<file path="src/rtl/mem_lane_arbiter_if.sv">
// mem_lane_arbiter_if
// Request/handshake bundle between the lane arbiter and the data cache.
// One transaction may be outstanding at a time: the request phase completes
// on data_addr_ok, and the data phase completes on data_data_ok.
//
// Signals:
//   data_req      arbiter -> cache, request valid
//   data_wr       arbiter -> cache, 1 = store, 0 = load
//   data_op       arbiter -> cache, memory op code of the requesting lane
//   data_addr     arbiter -> cache, byte address
//   data_wdata    arbiter -> cache, store data
//   data_addr_ok  cache -> arbiter, request accepted
//   data_data_ok  cache -> arbiter, data phase complete
//   data_rdata    cache -> arbiter, load data (valid with data_data_ok)
//
// Modports:
//   master  the arbiter side
//   slave   the cache side
interface mem_lane_arbiter_if #(
  parameter int AW = 32,
  parameter int DW = 32
);
  logic          data_req;
  logic          data_wr;
  logic [5:0]    data_op;
  logic [AW-1:0] data_addr;
  logic [DW-1:0] data_wdata;
  logic          data_addr_ok;
  logic          data_data_ok;
  logic [DW-1:0] data_rdata;

  modport master (
    output data_req, data_wr, data_op, data_addr, data_wdata,
    input  data_addr_ok, data_data_ok, data_rdata
  );

  modport slave (
    input  data_req, data_wr, data_op, data_addr, data_wdata,
    output data_addr_ok, data_data_ok, data_rdata
  );
endinterface

</file>
<file path="src/rtl/mem_lane_arbiter.sv">
// mem_lane_arbiter
// Serialises the memory ops of a multi-issue bundle, oldest lane first,
// onto a single data-cache port. Load data is buffered per lane until the
// pipeline accepts the bundle, and the pipeline is stalled while any access
// of the bundle is still in flight. Alignment faults and exception precedence
// across lanes are resolved here: a faulting lane kills itself and every
// younger lane.
//
// Ports:
//   clk, rst      clock, asynchronous active-high reset
//   flush         discard the current bundle
//   advance       pipeline accepts the bundle this cycle
//   lane_en       lane carries a memory op
//   lane_ren      lane op is a load
//   lane_wen      lane op is a store
//   lane_exp      lane already carries an exception (non-alignment)
//   lane_op       6-bit op code per lane, packed lane 0 in the LSBs
//   lane_addr     AW-bit address per lane, packed
//   lane_wdata    DW-bit store data per lane, packed
//   lane_adel     load misalignment per lane (combinational)
//   lane_ades     store misalignment per lane (combinational)
//   lane_sel      lane will perform its access (combinational)
//   lane_rdata    buffered load data per lane, packed (registered)
//   lane_rvalid   buffered load data valid per lane (registered)
//   stall         hold the pipeline
//   dcache        data-cache request/response port (master side)
module mem_lane_arbiter #(
  parameter int LANES = 2,
  parameter int AW    = 32,
  parameter int DW    = 32
) (
  input  logic                  clk,
  input  logic                  rst,
  input  logic                  flush,
  input  logic                  advance,
  input  logic [LANES-1:0]      lane_en,
  input  logic [LANES-1:0]      lane_ren,
  input  logic [LANES-1:0]      lane_wen,
  input  logic [LANES-1:0]      lane_exp,
  input  logic [6*LANES-1:0]    lane_op,
  input  logic [AW*LANES-1:0]   lane_addr,
  input  logic [DW*LANES-1:0]   lane_wdata,
  output logic [LANES-1:0]      lane_adel,
  output logic [LANES-1:0]      lane_ades,
  output logic [LANES-1:0]      lane_sel,
  output logic [DW*LANES-1:0]   lane_rdata,
  output logic [LANES-1:0]      lane_rvalid,
  output logic                  stall,
  mem_lane_arbiter_if.master    dcache
);

  localparam logic [5:0] OP_LH  = 6'h21;
  localparam logic [5:0] OP_LW  = 6'h23;
  localparam logic [5:0] OP_LHU = 6'h25;
  localparam logic [5:0] OP_SH  = 6'h29;
  localparam logic [5:0] OP_SW  = 6'h2B;

  localparam int IW = (LANES > 1) ? $clog2(LANES) : 1;

  typedef enum logic [2:0] {
    IDLE,
    REQ,
    WAIT,
    DONE,
    DRAIN
  } state_t;

  state_t          state, state_next;
  logic [LANES-1:0] pend, pend_next;
  logic [LANES-1:0] rvalid_q, rvalid_next;
  logic [LANES-1:0] rbuf_we;
  logic [LANES-1:0] cur_bit;
  logic [IW-1:0]    cur_lane;
  logic [DW-1:0]    rbuf [LANES];

  // Alignment checks and lane selection. The running no-fault flag walks
  // from the oldest lane upward so that a fault in any older lane (or in the
  // lane itself) suppresses the access.
  always_comb begin
    logic [5:0] op_i;
    logic [1:0] addr_lo;
    logic       no_fault_yet;
    logic [LANES-1:0] fault;
    lane_adel    = '0;
    lane_ades    = '0;
    lane_sel     = '0;
    fault        = '0;
    op_i         = '0;
    addr_lo      = '0;
    no_fault_yet = 1'b1;
    for (int i = 0; i < LANES; i++) begin
      op_i    = lane_op[6*i +: 6];
      addr_lo = lane_addr[AW*i +: 2];
      lane_adel[i] = ((op_i == OP_LW) && (addr_lo != 2'b00)) ||
                     (((op_i == OP_LH) || (op_i == OP_LHU)) && addr_lo[0]);
      lane_ades[i] = ((op_i == OP_SW) && (addr_lo != 2'b00)) ||
                     ((op_i == OP_SH) && addr_lo[0]);
      fault[i]     = lane_exp[i] | lane_adel[i] | lane_ades[i];
      no_fault_yet = no_fault_yet & ~fault[i];
      lane_sel[i]  = lane_en[i] & no_fault_yet;
    end
  end

  // The lane being served is always the oldest one still pending. Both the
  // index (for muxing lane data) and the one-hot form (for clearing and
  // buffer writes) are derived from the pending mask.
  always_comb begin
    cur_lane = '0;
    for (int i = LANES - 1; i >= 0; i--) begin
      if (pend[i]) cur_lane = IW'(i);
    end
    cur_bit = pend & (~pend + LANES'(1));
  end

  // State, pending mask and load-valid flags. Reset drops straight back to
  // IDLE without waiting for a clock, which also pulls data_req low at once.
  always_ff @(posedge clk or posedge rst) begin
    if (rst) begin
      state    <= IDLE;
      pend     <= '0;
      rvalid_q <= '0;
    end else begin
      state    <= state_next;
      pend     <= pend_next;
      rvalid_q <= rvalid_next;
    end
  end

  // Per-lane load buffers. Written only when a load's data phase completes
  // in WAIT; they keep their contents across bundles, with lane_rvalid
  // telling the pipeline which of them belong to the current bundle.
  always_ff @(posedge clk or posedge rst) begin
    if (rst) begin
      for (int i = 0; i < LANES; i++) rbuf[i] <= '0;
    end else begin
      for (int i = 0; i < LANES; i++) begin
        if (rbuf_we[i]) rbuf[i] <= dcache.data_rdata;
      end
    end
  end

  // Next-state logic. A flush anywhere in the bundle clears the pending mask
  // and the valid flags; if the cache has already accepted the request the
  // data phase still has to be absorbed, which is what DRAIN is for.
  always_comb begin
    state_next  = state;
    pend_next   = pend;
    rvalid_next = rvalid_q;
    rbuf_we     = '0;
    case (state)
      IDLE: begin
        if ((|lane_sel) && !flush) begin
          pend_next   = lane_sel;
          rvalid_next = '0;
          state_next  = REQ;
        end
      end
      REQ: begin
        if (flush) begin
          pend_next   = '0;
          rvalid_next = '0;
          state_next  = dcache.data_addr_ok ? DRAIN : IDLE;
        end else if (dcache.data_addr_ok) begin
          state_next = WAIT;
        end
      end
      WAIT: begin
        if (flush) begin
          pend_next   = '0;
          rvalid_next = '0;
          state_next  = dcache.data_data_ok ? IDLE : DRAIN;
        end else if (dcache.data_data_ok) begin
          if (lane_ren[cur_lane]) begin
            rbuf_we     = cur_bit;
            rvalid_next = rvalid_q | cur_bit;
          end
          pend_next  = pend & ~cur_bit;
          state_next = (|(pend & ~cur_bit)) ? REQ : DONE;
        end
      end
      DONE: begin
        if (advance || flush) begin
          rvalid_next = '0;
          state_next  = IDLE;
        end
      end
      DRAIN: begin
        if (dcache.data_data_ok) state_next = IDLE;
      end
      default: begin
        state_next = IDLE;
      end
    endcase
  end

  // Cache request outputs are driven only in REQ, with every field taken
  // from the oldest pending lane; all fields read zero elsewhere.
  always_comb begin
    dcache.data_req   = 1'b0;
    dcache.data_wr    = 1'b0;
    dcache.data_op    = '0;
    dcache.data_addr  = '0;
    dcache.data_wdata = '0;
    if (state == REQ) begin
      dcache.data_req   = 1'b1;
      dcache.data_wr    = lane_wen[cur_lane];
      dcache.data_op    = lane_op[6*cur_lane +: 6];
      dcache.data_addr  = lane_addr[AW*cur_lane +: AW];
      dcache.data_wdata = lane_wdata[DW*cur_lane +: DW];
    end
  end

  // Stall is raised in the same cycle a bundle with work arrives, so the
  // pipeline never moves past a bundle that has not started its accesses.
  always_comb begin
    stall = !rst && (((state == IDLE) && (|lane_sel) && !flush) ||
                     (state == REQ) || (state == WAIT) || (state == DRAIN));
  end

  // Expose the load buffers as the packed read-data bus.
  always_comb begin
    lane_rdata = '0;
    for (int i = 0; i < LANES; i++) lane_rdata[DW*i +: DW] = rbuf[i];
    lane_rvalid = rvalid_q;
  end

endmodule

</file>
<file path="src/flat_wrapper.sv">
// flat-port wrapper written by rule: the top's interface ports become plain ports
module mem_lane_arbiter_flat 
#(
  parameter int LANES = 2,
  parameter int AW    = 32,
  parameter int DW    = 32
)
  (clk, rst, flush, advance, lane_en, lane_ren, lane_wen, lane_exp, lane_op, lane_addr, lane_wdata, lane_adel, lane_ades, lane_sel, lane_rdata, lane_rvalid, stall, dcache_data_req, dcache_data_wr, dcache_data_op, dcache_data_addr, dcache_data_wdata, dcache_data_addr_ok, dcache_data_data_ok, dcache_data_rdata);
  mem_lane_arbiter_if #(.AW(AW), .DW(DW)) dcache_i ();
  input  logic clk;
  input  logic rst;
  input  logic flush;
  input  logic advance;
  input  logic [LANES-1:0] lane_en;
  input  logic [LANES-1:0] lane_ren;
  input  logic [LANES-1:0] lane_wen;
  input  logic [LANES-1:0] lane_exp;
  input  logic [6*LANES-1:0] lane_op;
  input  logic [AW*LANES-1:0] lane_addr;
  input  logic [DW*LANES-1:0] lane_wdata;
  output logic [LANES-1:0] lane_adel;
  output logic [LANES-1:0] lane_ades;
  output logic [LANES-1:0] lane_sel;
  output logic [DW*LANES-1:0] lane_rdata;
  output logic [LANES-1:0] lane_rvalid;
  output logic stall;
  output wire logic [$bits(dcache_i.data_req)-1:0] dcache_data_req;
  output wire logic [$bits(dcache_i.data_wr)-1:0] dcache_data_wr;
  output wire logic [$bits(dcache_i.data_op)-1:0] dcache_data_op;
  output wire logic [$bits(dcache_i.data_addr)-1:0] dcache_data_addr;
  output wire logic [$bits(dcache_i.data_wdata)-1:0] dcache_data_wdata;
  input wire logic [$bits(dcache_i.data_addr_ok)-1:0] dcache_data_addr_ok;
  input wire logic [$bits(dcache_i.data_data_ok)-1:0] dcache_data_data_ok;
  input wire logic [$bits(dcache_i.data_rdata)-1:0] dcache_data_rdata;
  assign dcache_data_req = dcache_i.data_req;
  assign dcache_data_wr = dcache_i.data_wr;
  assign dcache_data_op = dcache_i.data_op;
  assign dcache_data_addr = dcache_i.data_addr;
  assign dcache_data_wdata = dcache_i.data_wdata;
  assign dcache_i.data_addr_ok = dcache_data_addr_ok;
  assign dcache_i.data_data_ok = dcache_data_data_ok;
  assign dcache_i.data_rdata = dcache_data_rdata;
  mem_lane_arbiter #(.LANES(LANES), .AW(AW), .DW(DW)) u_core (.clk(clk), .rst(rst), .flush(flush), .advance(advance), .lane_en(lane_en), .lane_ren(lane_ren), .lane_wen(lane_wen), .lane_exp(lane_exp), .lane_op(lane_op), .lane_addr(lane_addr), .lane_wdata(lane_wdata), .lane_adel(lane_adel), .lane_ades(lane_ades), .lane_sel(lane_sel), .lane_rdata(lane_rdata), .lane_rvalid(lane_rvalid), .stall(stall), .dcache(dcache_i));
endmodule
</file>
<file path="config.mk">
export PLATFORM = sky130hd
export DESIGN_NAME = mem_lane_arbiter_flat
export DESIGN_NICKNAME = d
export VERILOG_FILES = /design/src/rtl/mem_lane_arbiter_if.sv /design/src/rtl/mem_lane_arbiter.sv /design/src/flat_wrapper.sv
export SDC_FILE = /design/constraint.sdc
export NUM_CORES = 1
export LEC_CHECK = 0
export CAP_MARGIN = 20
export CORE_AREA = 2 2 130 132
export DETAILED_ROUTE_END_ITERATION = 8
export DIE_AREA = 0 0 132 134
export GPL_TIMING_DRIVEN = 0
export HOLD_SLACK_MARGIN = 0.1
export PLACE_DENSITY = 0.62
export SETUP_SLACK_MARGIN = 0.02
export SLEW_MARGIN = 20
export SYNTH_ARGS = -nofsm -noshare
export SYNTH_HDL_FRONTEND = slang
export SYNTH_SLANG_ARGS = --single-unit
</file>
<file path="constraint.sdc">
create_clock -name clk -period 3.68 [get_ports clk]
set_input_delay 0.552 -clock clk [delete_from_list [all_inputs] [get_ports clk]]
set_output_delay 0.552 -clock clk [all_outputs]
set_load 0.05 [all_outputs]
</file>
==> reports/metrics.yaml <==
floorplan:
  rows: 47
  die_h_um: 134
  ioPinCount: 331
  die_w_um: 132
  die_area_um2: 17690
  start_util_pct: 24.76
  design.core.area_um2: 16290
placement:
  place.gp.congestion: 0.9221
  io_buffer_count: 329
  hpwl_um: 14920
critical_path:
  reg2reg_slack_ns: 1.66
  cp-start-kind: "register"
  crit_path_start: "u_core.state[1]"
  cp-end-kind: "output pin"
  r2r_end: "u_core.lane_rdata[32]"
  critPathKind: "reg -> out"
  rr_startpoint: "u_core.pend[0]"
  cp.arrival_ns: 2.95
  r2r_cells: 6
  required_ns: 3.13
  worstPathMaxFanout: 10
sta:
  finClkSkew_ns: 0.004775
  timing.fmax_ghz: 0.2858
  timing.final.crit_share_pct: 95.06
  grt_setup_unrepaired: "no"
  max_slew.worst_pin.slew_ns: 0.6088
  slew_viol_final: 0
  setup_violations: 0
  finalCriticalPeriod_ns: 3.498
  whs_ns: 0.4880
  hold_viol: 0
  slew_headroom_pct: 59.34
drt:
  drt-initial-drc-count: 175
  routed_wl_um: 18240
  wl_per_cell_um: 17.73
  route.detailed.drc: 0
  dr.pass1.iters: 4
  vias_per_cell: 4.627
  vias: 4761
  ant_nets: 0
clock_network:
  cts_buffer_depth: 2
  clk_pin_slew_ns: 0.05
  cts_sinks: 71
  htreeDepth: 3
  clk_latency_ns: 0.32
  cts_buffers: 9
  ctsRootBufferMaster: "clkbuf_16"
  cts_tree: "built"
  cts-hold-fix-buffers: 0
pwr:
  leakage_nw: 4.026
  power.density_nw_per_um2: 749.5
  ir_worst_vdd_mv: 0.4281
layout:
  mostFrequentLayoutCell: "clkdlybuf4s50_1"
  fin_nets: 988
  final_cell_mix: "288 x clkdlybuf4s50_1, 150 x nand2_1, 76 x a21oi_1, 71 x dfrtp_1, 44 x mux2_2"
  area_growth_syn_to_layout_pct: 98.36
  final_util_pct: 49.12
  drive_above_1_share_pct: 9.057
  nFillCells: 1540
hold_path:
  hp-class: "reg -> reg"
  hold-path-endpoint: "u_core.lane_rdata[13]"
  whs_path_depth: 1
  min-delay-start: "u_core.lane_rdata[13]"
synth:
  synth_top_area_cell: "dfrtp_1"
  ys_warn_count: 0
  seq_area_frac_synth_pct: 44.04
  mappedNetlistArea_um2: 4034
  synth_area_leaders: "dfrtp_1 44%, nand2_1 14%, mux2_2 12%"
  postSynthAreaPerCell_um2: 8.750
  synth_cell_types: 35
  ys_seq_elements: 71
  synth_cells: 461
  synth_top_cell_area_share_pct: 44.04
  synth_nets: 647
grt:
  antenna_found_initial: 5
  grt_overflow: 0
  grt_use_total_pct: 20.32
  grt_pass1_wl_um: 28060
  grt_start_max_net_pins: 57
  grt_pass1_vias: 5133
status:
  outcome: "finished, final reports clean"
flow_run:
  maxCapViolCount: 0
critical path, stage by stage, from the launching register on:
cell and delay (ns):
dfrtp_1 0.43, clkbuf_1 0.25, nor2_1 0.24, nand2_1 0.30
clkbuf_1 0.35, a21oi_1 0.20, clkdlybuf4s50_1 0.84
worst max path at each step:
stage | slack (ns) | endpoint | depth (start not counted)
floorplan | 0.10 | stall | 3
global placement | -1.22 | stall | 5
detailed placement | 0.26 | stall | 7
CTS | 0.05 | dcache_data_wdata[1] | 6
global route | 0.02 | dcache_data_addr[17] | 6
finish | 0.18 | dcache_data_addr[14] | 6
cells by family (layout without fill, tap and decap cells):
family,count (synthesis),count (layout),synth area share (%)
and+or+nand+nor,183,183,19.11
AOI/OAI and AO/OA,103,103,14.42
DFF,71,71,44.04
muxes,66,66,18.52
buffers and inverters,37,382,3.691
xor gates and xnor gates,1,1,0.2172
other,0,3,0
sequential cells by signal, summed over array words and instances (netlist names):
signal and cells:
u_core.lane_rdata 64, u_core.state 3, u_core.lane_rvalid 2, u_core.pend 2
Yosys cell counts:
library cell and instances:
nand3_1 2, o21ai_0 9, a211oi_1 3, nand2b_1 5, a211o_1 1, a21boi_0 1
a31oi_1 2, nand3b_1 2, nor3b_1 4, nor3_1 3, or3_1 3, xnor2_1 1
nor2b_1 2, buf_2 8, mux2_4 1, mux2_1 21, nor3_2 2, clkbuf_1 25
nand4_1 1, a21oi_1 76, and2_1 3, o32ai_1 1, o211ai_1 1, o21ai_2 1
inv_1 4, dfrtp_1 71, a2bb2oi_1 2, o31ai_1 1, nand4bb_1 1, o41ai_1 2
a2111oi_2 2, nand2_1 150, mux2_2 44, nor2_1 5, o21a_1 1
through the flow:
| step | area (µm²) | worst slack, ns | cells | power (W) | TNS (ns) |
|---|---|---|---|---|---|
| global placement | 7602 | -1.218 | 1010 | 0.005227 | -1.218 |
| detailed placement | 7632 | 0.2586 | 1011 | 0.005278 | 0 |
| CTS | 7890 | 0.05448 | 1026 | 0.006061 | 0 |
| floorplan | 4034 | 0.1007 | 461 | 0.003750 | 0 |
| finish | 8001 | 0.1816 | 1029 | 0.005997 | 0 |
| global route | 7996 | 0.02100 | 1027 | 0.006297 | 0 |
routing by layer:
layer	GRT usage (%)	vias to the layer above	share of wire [%]
met5	0	-	0.15
met4	6.099	4	2.1
met3	8.541	26	11
met2	37.41	248	52
met1	21.03	2222	36
li1	-	2261	-
what timing repair did:
action	in CTS	in global routing
setup endpoints to repair	0	43
buffers inserted	0	0
resized for setup	0	43
area by class of cell:
class	instances	area, µm²	share of cell area (%)
repair buffers	330	3423	42.78
multi-input cells	353	2108	26.35
flip-flops and latches	71	1777	22.20
well taps	220	275.3	3.440
clock buffers	12	236.5	2.955
plain buffers	33	135.1	1.689
clock inverters	3	21.27	0.2658
inverters	4	17.52	0.2189
diodes	3	7.507	0.09382
where the power goes:
group / switching, W / internal, W
clock: 0.000305 / 0.000452
sequential: 0.000121 / 0.000992
combinational: 0.00278 / 0.00135
Note: power is estimated with default switching activity, not from simulation.
